===== config.mk =====
export PLATFORM = sky130hd
export DESIGN_NAME = inv_chain_stim
export DESIGN_NICKNAME = d
export VERILOG_FILES = /design/src/rtl/inv_chain_stim.sv
export SDC_FILE = /design/constraint.sdc
export NUM_CORES = 1
export LEC_CHECK = 0
export ABC_AREA = 1
export BUFFER_PORTS_ARGS = -buffer_cell sky130_fd_sc_hd__buf_2
export CORE_AREA = 2 2 124 126
export DETAILED_ROUTE_END_ITERATION = 16
export DIE_AREA = 0 0 126 128
export GPL_TIMING_DRIVEN = 0
export PLACE_DENSITY = 0.56
export SYNTH_ARGS = -nofsm -noshare
export SYNTH_HDL_FRONTEND = slang
export SYNTH_SLANG_ARGS = --single-unit

===== constraint.sdc =====
create_clock -name clk -period 1.9 [get_ports clk]
set_clock_uncertainty 0.1 [all_clocks]
set_input_delay 0.285 -clock clk [delete_from_list [all_inputs] [get_ports clk]]
set_output_delay 0.285 -clock clk [all_outputs]
set_load 0.02 [all_outputs]

===== src/rtl/inv_chain_stim.sv =====
// inv_chain_stim: pulse-train driver for an inverter chain with synchronized return-edge counting.
module inv_chain_stim #(
  parameter int WIDTH_W = 16,
  parameter int COUNT_W = 8,
  parameter int EDGE_W  = 16
) (
  input  logic               clk,
  input  logic               rst,
  input  logic               start,
  input  logic               abort,
  input  logic [WIDTH_W-1:0] high_cycles,
  input  logic [WIDTH_W-1:0] low_cycles,
  input  logic [COUNT_W-1:0] num_pulses,
  input  logic               idle_level,
  input  logic               myout,
  output logic               myin,
  output logic               busy,
  output logic               done,
  output logic [COUNT_W-1:0] pulses_sent,
  output logic [EDGE_W-1:0]  edges_seen
);
  typedef enum logic [1:0] {IDLE, ACTIVE, REST, FIN} state_t;
  state_t state_q, state_d;
  logic [WIDTH_W-1:0] cnt_q, cnt_d, hi_q, hi_d, lo_q, lo_d;
  logic [COUNT_W-1:0] n_q, n_d, pulses_q, pulses_d;
  logic [EDGE_W-1:0] edges_q, edges_d;
  logic idle_q, idle_d, myin_q, myin_d, busy_q, busy_d;
  logic [2:0] sync_q, sync_d;
  always_comb begin
    state_d  = state_q;
    cnt_d    = cnt_q;
    hi_d     = hi_q;
    lo_d     = lo_q;
    n_d      = n_q;
    idle_d   = idle_q;
    myin_d   = myin_q;
    busy_d   = busy_q;
    pulses_d = pulses_q;
    sync_d   = {sync_q[1:0], myout};
    // sync_q[1] is the synchronized sample, sync_q[2] its previous value
    edges_d  = ((busy_q || state_q == FIN) && (sync_q[1] ^ sync_q[2]) && !(&edges_q))
               ? edges_q + 1'b1 : edges_q;
    case (state_q)
      IDLE: begin
        myin_d = idle_level;
        if (start) begin
          hi_d     = high_cycles;
          lo_d     = low_cycles;
          n_d      = num_pulses;
          idle_d   = idle_level;
          pulses_d = '0;
          edges_d  = '0;
          if (high_cycles != '0 && low_cycles != '0 && num_pulses != '0) begin
            busy_d  = 1'b1;
            myin_d  = ~idle_level;
            cnt_d   = high_cycles - 1'b1;
            state_d = ACTIVE;
          end else begin
            state_d = FIN;
          end
        end
      end
      ACTIVE: begin
        if (abort) begin
          state_d = IDLE;
          myin_d  = idle_q;
          busy_d  = 1'b0;
          edges_d = edges_q;
        end else if (cnt_q == '0) begin
          pulses_d = pulses_q + 1'b1;
          myin_d   = idle_q;
          cnt_d    = lo_q - 1'b1;
          state_d  = REST;
        end else begin
          cnt_d = cnt_q - 1'b1;
        end
      end
      REST: begin
        if (abort) begin
          state_d = IDLE;
          myin_d  = idle_q;
          busy_d  = 1'b0;
          edges_d = edges_q;
        end else if (cnt_q == '0) begin
          if (pulses_q == n_q) begin
            busy_d  = 1'b0;
            state_d = FIN;
          end else begin
            myin_d  = ~idle_q;
            cnt_d   = hi_q - 1'b1;
            state_d = ACTIVE;
          end
        end else begin
          cnt_d = cnt_q - 1'b1;
        end
      end
      FIN: state_d = IDLE;
    endcase
  end
  always_ff @(posedge clk) begin
    if (rst) begin
      state_q  <= IDLE;
      cnt_q    <= '0;
      hi_q     <= '0;
      lo_q     <= '0;
      n_q      <= '0;
      idle_q   <= 1'b0;
      myin_q   <= 1'b0;
      busy_q   <= 1'b0;
      pulses_q <= '0;
      edges_q  <= '0;
      sync_q   <= '0;
    end else begin
      state_q  <= state_d;
      cnt_q    <= cnt_d;
      hi_q     <= hi_d;
      lo_q     <= lo_d;
      n_q      <= n_d;
      idle_q   <= idle_d;
      myin_q   <= myin_d;
      busy_q   <= busy_d;
      pulses_q <= pulses_d;
      edges_q  <= edges_d;
      sync_q   <= sync_d;
    end
  end
  assign myin        = myin_q;
  assign busy        = busy_q;
  assign done        = state_q == FIN;
  assign pulses_sent = pulses_q;
  assign edges_seen  = edges_q;
endmodule

# Word-level counts from Yosys, hierarchy flattened
# Index checks and enable logic that the tools add are counted.
# word_totals
in_bits,46
reg_bits,88
wordCells,96
output_inout_bits,27
# op_classes
n_addsub,6
eq_ne,16
reduce_logical,21
n_bitwise,3
muxes,39
# op_table
cell,n
16-bit two-way mux,10
16-bit by 1-bit subtractor with 16-bit output (second input constant),4
16-bit case mux with 3 select lines,1
16-bit case mux with 2 select lines,1
16-bit nonzero test,2
8-bit two-way mux,3
16-bit by 1-bit adder with 16-bit output (second input constant),1
16-bit zero test,1
8-bit case mux with 2 select lines,1
16-bit AND reduction,1
3-bit inequality test (second input constant),5
2-bit two-way mux,7
2-bit inequality test (second input constant),7
1-bit two-way mux,13
6-bit AND reduction,2
8-bit by 1-bit adder with 8-bit output (second input constant),1
8-bit equality test,1
2-bit case mux with 4 select lines,1
4-bit AND reduction,2
8-bit nonzero test,1
1-bit case mux with 3 select lines,2
2-bit equality test (second input constant),2
1-bit logical AND,4
3-bit AND reduction,1
10 further kinds,11

# Logic depth before layout (Yosys ltp)
# Gate-level depths: netlist of the first run.
# depth
word_depth,7
depth_mapped,15
mapped_depth_nobuf,14

# Worst setup path after synthesis of the first run
# Ideal clock, no wire load.
# synth_timing
path_kind,register -> register
startpoint,register state_q[0]
endpoint,register edges_q[14] (netlist: edges_seen[14])
path_buffers,0
required_time_ns,1.730
path_stages_with_launch,12
arrival_time_ns,1.794
setup_time_ns,0.070
path_slack_ns,-0.064
synth_period_minus_slack_ns,1.964
cell_sequence,dfxtp_1 > inv_1 > ha_1 > nand2_1 > o21ai_0 > nor2_1 > nand2_2 > nor2_1 > nand2_1 > nor2_1 > nand2_1 > a21oi_1
# synth_via
elab_chain_cells,7
elab_cells_between_ends,13
classes_between,eq/ne (4); mux (4); reduce/logical (5)
# synth_lines
item,line,text
from (decl),23,"state_t state_q, state_d;"
from (signal assigned),114,state_q <= state_d;
2-bit equality test,41,edges_d = ((busy_q || state_q == FIN) && (sync_q[1] ^ sync_q[2]) && !(&edges_q))
1-bit logical OR,41,
1-bit logical AND (2 in a row),41,
16-bit two-way mux,42,? edges_q + 1'b1 : edges_q;
"16-bit two-way mux, on equally long branches","64, 79, 46",
16-bit case mux with 2 select lines,43,case (state_q)
to (signal assigned),123,edges_q <= edges_d;
to (decl),26,"logic [EDGE_W-1:0] edges_q, edges_d;"
# Several ways; a longest one is shown, not always the timed one. The select of a mux whose other input is x is not followed.
# A chain may end at the register's enable or synchronous reset.

# Final worst setup path of the first run
# layout_timing
startpoint,register cnt_q[1]
endpoint,register cnt_q[11]
# layout_via
elab_chain_cells,4
elab_cells_between_ends,9
classes_between,add/sub (1); eq/ne (1); mux (5); reduce/logical (2)
# layout_lines
item,line,text
from (decl),24,"logic [WIDTH_W-1:0] cnt_q, cnt_d, hi_q, hi_d, lo_q, lo_d;"
from (signal assigned),115,cnt_q <= cnt_d;
16-bit by 1-bit subtractor with 16-bit output or 16-bit zero test (tied branches),--,
"16-bit two-way mux, on equally long branches","84, 69",
"16-bit two-way mux, on equally long branches","79, 64",
16-bit case mux with 3 select lines,43,
# Several ways; a longest one is shown, not always the timed one. The select of a mux whose other input is x is not followed.

==> results.yml, run 1 <==
final_layout:
  final_area_sq_um: 7630
  syn_to_final_growth_pct: 31.0
  final.fill_count: 1586
  antennaDiodeCount: 0
  num-nets-final: 1157
  drive_above_1_share_pct: 25.7
  final_cells: 1292
drt:
  num_vias: 6690
  drt_wl_total_microns: 20500
  dr.pass1.iters: 5
  drtIter0Drc: 460
  ant_nets: 0
  vias_per_cell: 5.18
  drc: 0
  wire_per_inst_microns: 15.9
place:
  gp_congestion: 0.906
  hpwl_microns: 15100
  place_inst: 1236
  dpl_worst_slack_ps: -392
  place_area_sq_um: 6430
  portBuffers: 72
yosys:
  synth_area_sq_um: 5830
  synth_top_flop_cell: "dfxtp_1"
  synthTopCellsByCount: "nand2_1, nor2_1, inv_1"
  yosys.area_share.simple_pct: 38.7
  yosysSeqAreaShare_pct: 30.2
  yosysWarnings: 0
  syn_area_per_cell_sq_um: 5.97
  syn_inst: 976
  synth-xor-area-share_pct: 2.86
  synth_area_leaders: "dfxtp_1, nand2_1, nor2_1, o21ai_0, nand3_1"
  syn-num-nets: 1034
  synthMuxAreaShare_pct: 0
  synth_compound_area_share_pct: 16.6
  yosysMostFrequentCell: "nand2_1"
  ys_types: 34
  async_reset_ff_share_pct: 0
  synth_top_family_by_area: "simple AND/OR/NAND/NOR gates"
  synth_top_area_cell: "dfxtp_1"
  synth_edf_count: 0
  synth_fa_ha_area_share_pct: 2.58
  synth_top_area_share_pct: 30.2
  ys_ff_latch: 88
power_and_ir_drop:
  power.internal_mw: 6.35
  p_switching_mw: 6.28
  vdd_ir_drop_max_mv: 0.819
  clkPwrFrac_pct: 14.1
  p_comb_share_pct: 64.4
  leakage_nw: 3.37
  pwr-share-seq_pct: 21.5
  power.density_nw_per_um2: 1660
  power.total_mw: 12.6
  switching_share_pct: 49.7
setup_path:
  crit_type: "reg -> reg"
  path_cells: "inv_4, ha_4, nand2_4, nor2_4, nand2_2, nor2_4, nand3_2, nand2_2, nand2_4, nand2_4, buf_6, clkbuf_16, nand2_2, a21oi_1"
  slowest_stage: "dfxtp_2"
  cp-end-kind: "register"
  worstPathRequired_ps: 2090
  critPathMaxStageDelay_ps: 340
  worstPathArrival_ps: 2130
  start_kind: "register"
  crit_fanout: 5
sta:
  rsz0062_at_grt: "yes"
  fin_crit_sh_pct: 102
  fin_crit_ps: 1940
  setup_viol: 4
  setup_ws_ps: -43.4
  hold_ws_ps: 19.0
  hold_viol_final: 0
  slew_violations: 0
  max_freq_mhz: 515
  worst_pin_slew_ps: 645
  slew_headroom_pct: 57.0
status:
  status: "finished, violations left"
  violations: "negative setup slack"
grt:
  grt_use_total_pct: 25.1
  grt_max_degree: 17
  grt_pass1_wl_microns: 32000
  grt_pass1_vias: 6115
  antenna_found_initial: 0
  grt-ovfl-total: 0
floorplan:
  rows: 45
  coreArea_sq_um: 14900
  die_x_microns: 126
  die_area_sq_um: 16100
  io_pins: 73
  die_h_microns: 128
  initial_core_util_pct: 39.2
clocking:
  cts_tree: "built"
  cts_hold_buf: 0
  clk_pin_slew_ps: 70
  root_buffer: "clkbuf_16"
  clock_path_buffers: 2
  htree_levels: 3
  cts_buffers: 9
  cts_num_sinks: 88
  insertion_delay_ps: 360
hold_path:
  hold_class: "in -> reg"
flow_run:
  drv_cap: 0
## worst max-delay path, delay by kind of cell, from the launching register on
| kind | cells | cell delay, ps |
|---|---|---|
| simple gates | 9 | 810 |
| compound gates | 1 | 130 |
| flops | 1 | 340 |
| fa+ha+maj | 1 | 150 |
| buf+inv | 3 | 350 |
## power by group through the flow
stage               logic, mW  registers [mW]  clock network [mW]
floorplan                4.30            2.60                   0
global placement         5.91            2.68                   0
detailed placement       5.91            2.68                   0
CTS                      6.96            2.67                1.83
global route             8.84            2.77                1.88
finish                   8.14            2.71                1.79
## timing repair
action / 4_1_cts / 5_1_grt
setup buffers: 24 / 13
endpoints found under the setup margin: 82 / 58
resized for setup: 71 / 119
pin swaps: 12 / 31
gates cloned: 3 / 2
## path summary, 6_finish.rpt
check,startpoint,endpoint,slack (ps),cells past startpoint
worst min-delay path,myout,sync_q[0]$_SDFF_PP0_,20,3
worst min register to register,sync_q[0]$_SDFF_PP0_,sync_q[1]$_SDFF_PP0_,310,2
worst max register to register,cnt_q[1]$_SDFFE_PP0P_,cnt_q[11]$_SDFFE_PP0P_,-40,14
worst max-delay path,cnt_q[1]$_SDFFE_PP0P_,cnt_q[11]$_SDFFE_PP0P_,-40,14
## sequential cells by signal, summed over array words and instances (netlist names)
signal       flops
busy             1
cnt_q           16
edges_seen      16
hi_q            16
idle_q           1
lo_q            16
myin             1
n_q              8
pulses_sent      8
state_q          2
sync_q           3
## cell type report
cell class,count,area (sq um),area share [%]
buffer,26,174,2.28
clock buffer,10,239,3.13
clock inverter,6,50.0,0.656
inverter,107,415,5.44
multi-input combinational,755,4000,52.4
sequential,88,1780,23.3
tap,188,235,3.08
timing repair buffer,112,737,9.66
## cell families after synthesis
kind of cell	count (synthesis)
AOI/OAI and AO/OA	184
xor gates and xnor gates	19
adders and majority gates	12
buffers and inverters	134
DFF	88
and+or+nand+nor	539
## through the flow
stage | setup TNS (ps) | utilization (%)
2_1_floorplan | 0 | -
3_3_place_gp | -14780 | 43.2
3_5_place_dp | -16570 | 43.2
4_1_cts | -166 | 48.2
5_1_grt | -1300 | 51.3
6_report | -111 | 51.3
## per-layer routing
| metal | up-vias | routed length, microns | track usage (%) | share of wire (%) |
|---|---|---|---|---|
| met5 | - | 0 | 0 | 0 |
| met1 | 3073 | 9280 | 33.0 | 45 |
| met4 | 0 | 559 | 9.31 | 2.7 |
| met2 | 191 | 9600 | 42.2 | 47 |
| li1 | 3394 | - | - | - |
| met3 | 32 | 1060 | 3.51 | 5.2 |
## cells in the final DEF, fill, tap and decap left out, types with 11 or more instances in the layout
master / n
nor2_2: 16
o21ai_0: 76
nor2_4: 14
nand2_1: 212
nand3_1: 66
nor3_1: 12
dfxtp_1: 79
inv_2: 17
o21ai_1: 11
buf_2: 75
xnor2_1: 11
nand3_2: 14
a21oi_1: 68
nand2_2: 21
buf_4: 30
inv_1: 85
nor2_1: 154
Power figures use the tool's default switching activity.
==> run 2: changes to the inputs <==
--- a/config.mk
+++ b/config.mk
@@ -12,6 +12,7 @@
 export DIE_AREA = 0 0 126 128
 export GPL_TIMING_DRIVEN = 0
 export PLACE_DENSITY = 0.56
+export REMOVE_ABC_BUFFERS = 1
 export SYNTH_ARGS = -nofsm -noshare
 export SYNTH_HDL_FRONTEND = slang
 export SYNTH_SLANG_ARGS = --single-unit
==> constraint.sdc (replaced) <==
create_clock -name clk -period 1.9 [get_ports clk]
set_clock_uncertainty 0.1 [all_clocks]
set_input_delay 0.285 -clock clk [delete_from_list [all_inputs] [get_ports clk]]
set_output_delay 0.285 -clock clk [all_outputs]
set_load 0.1 [all_outputs]
==> results.yml, run 2 (synthesis gave the netlist of run 1 again) <==
setup_path:
  slowest_stage: "dfxtp_2"
  path_buf_inv: 3
  crit_fanout: 5
  ff2ff_setup_slack_ps: -80
  crit_type: "reg -> reg"
  worstPathRequired_ps: 2070
  worstReg2RegStart: "cnt_q[0]$_SDFFE_PP0P_"
  critPathMaxStageDelay_ps: 340
  path_cells: "inv_4, ha_4, nand2_4, nor2_4, nand2_2, nor2_4, buf_6, buf_6, a21oi_2, nor2_2, o21ai_1, a21oi_1"
  worstPathArrival_ps: 2150
  start_kind: "register"
  cp-end-kind: "register"
  timing.rr.end: "state_q[1]$_SDFFE_PP0P_"
  r2r_cells: 12
  cp_top_family: "simple AND/OR/NAND/NOR gates"
drt:
  drtIter0Drc: 499
  wire_per_inst_microns: 15.1
  dr.pass1.iters: 5
  ant_nets: 0
  drc: 0
  drt_wl_total_microns: 19300
  vias_per_cell: 5.16
  num_vias: 6616
clocking:
  htree_levels: 3
  cts_buffers: 9
  cts_tree: "built"
  clock_path_buffers: 2
  cts_num_sinks: 88
  root_buffer: "clkbuf_16"
  insertion_delay_ps: 360
  clk_pin_slew_ps: 70
  cts_hold_buf: 0
sta:
  worst_pin_slew_ps: 847
  setup_ws_ps: -77.8
  slew_violations: 0
  fin_crit_ps: 1980
  slew_headroom_pct: 43.5
  fin_crit_sh_pct: 104
  max_freq_mhz: 506
  hold_viol_final: 0
  rsz0062_at_grt: "yes"
  setup_viol: 14
  fin_tns_setup_ps: -617
hold_path:
  hold_path_end: "sync_q[0]$_SDFF_PP0_"
  hold_class: "in -> reg"
  hold_start: "myout"
  whs_path_depth: 3
grt:
  grt_pass1_wl_microns: 29600
  antenna_found_initial: 1
  grt-ovfl-total: 0
  grt_pass1_vias: 5920
  grt_use_total_pct: 23.1
  grt_max_degree: 57
power_and_ir_drop:
  vdd_ir_drop_max_mv: 0.723
  leakage_nw: 3.31
  power.density_nw_per_um2: 1700
  power.total_mw: 12.9
final_layout:
  mostFrequentLayoutCell: "nand2_1"
  final_cells: 1281
  final_cell_mix: "nand2_1, nor2_1, inv_1, dfxtp_1"
  syn_to_final_growth_pct: 30.5
  drive_above_1_share_pct: 23.5
  num-nets-final: 1145
floorplan:
  die_h_microns: 128
  io_pins: 73
  die_area_sq_um: 16100
  rows: 45
  die_x_microns: 126
  initial_core_util_pct: 39.2
  coreArea_sq_um: 14900
place:
  place_inst: 1210
  hpwl_microns: 12600
  portBuffers: 72
  gp_congestion: 0.886
status:
  status: "finished, violations left"
  violations: "negative setup slack"
flow_run:
  drv_cap: 0
run 2: per-stage QoR:
stage | utilization (%) | setup slack [ps] | instance area (sq um) | hold slack [ps]
floorplan | - | -1440 | 5700 | 247
global placement | 42.4 | -3210 | 6300 | 299
detailed placement | 42.5 | -1670 | 6320 | 300
CTS | 48.0 | -10.6 | 7130 | 38.1
global route | 51.1 | -172 | 7600 | 60.8
finish | 51.1 | -77.8 | 7600 | 41.1
run 2: worst register-to-register path, cell delays in order, from the launching register on:
cell     delay [ps]
dfxtp_2         340
inv_4            80
ha_4            160
nand2_4          50
nor2_4          120
nand2_2          80
nor2_4          200
buf_6           190
buf_6           110
a21oi_2          30
nor2_2          160
o21ai_1         110
a21oi_1         190
run 2: metal layers:
| metal | GRT usage, % | up-vias | share of wire [%] |
|---|---|---|---|
| li1 | - | 3387 | - |
| met1 | 30.9 | 3029 | 46 |
| met2 | 38.4 | 175 | 47 |
| met3 | 2.88 | 25 | 5.0 |
| met4 | 8.47 | 0 | 2.1 |
| met5 | 0 | - | 0 |
run 2: area by class of cell:
cell class / count / area (sq um)
antenna: 1 / 2.50
fill: 1572 / 7260
clock buffer: 11 / 233
timing repair inverter: 1 / 8.76
inverter: 107 / 450
clock inverter: 5 / 81.3
timing repair buffer: 121 / 828
multi-input combinational: 759 / 3990
sequential: 88 / 1780
tap: 188 / 235
run 2: how the worst max path moves through the flow:
stage | cells after the start | end | start | slack (ps)
global placement | 8 | edges_seen[13]$_SDFFE_PP0P_ | state_q[0]$_SDFFE_PP0P_ | -3210
global route | 13 | cnt_q[8]$_SDFFE_PP0P_ | cnt_q[1]$_SDFFE_PP0P_ | -170
detailed placement | 9 | edges_seen[13]$_SDFFE_PP0P_ | state_q[0]$_SDFFE_PP0P_ | -1670
floorplan | 8 | edges_seen[13]$_SDFFE_PP0P_ | state_q[0]$_SDFFE_PP0P_ | -1440
CTS | 12 | state_q[0]$_SDFFE_PP0P_ | cnt_q[0]$_SDFFE_PP0P_ | -10
finish | 12 | state_q[1]$_SDFFE_PP0P_ | cnt_q[0]$_SDFFE_PP0P_ | -80
run 2: repair_timing:
action                                  in CTS  in global routing
endpoints found under the hold margin        0                  0
resized for setup                           61                 90
gates cloned                                 4                  5
setup buffers                               32                 13
pin swaps                                   15                 38
endpoints found under the setup margin      60                 41
run 2: where the power goes:
part           total [mW]  internal [mW]  switching, mW  leakage, nW
clock                1.95           1.15          0.793        0.150
sequential           2.69           2.28          0.403        0.726
combinational        8.27           3.03           5.23         2.43
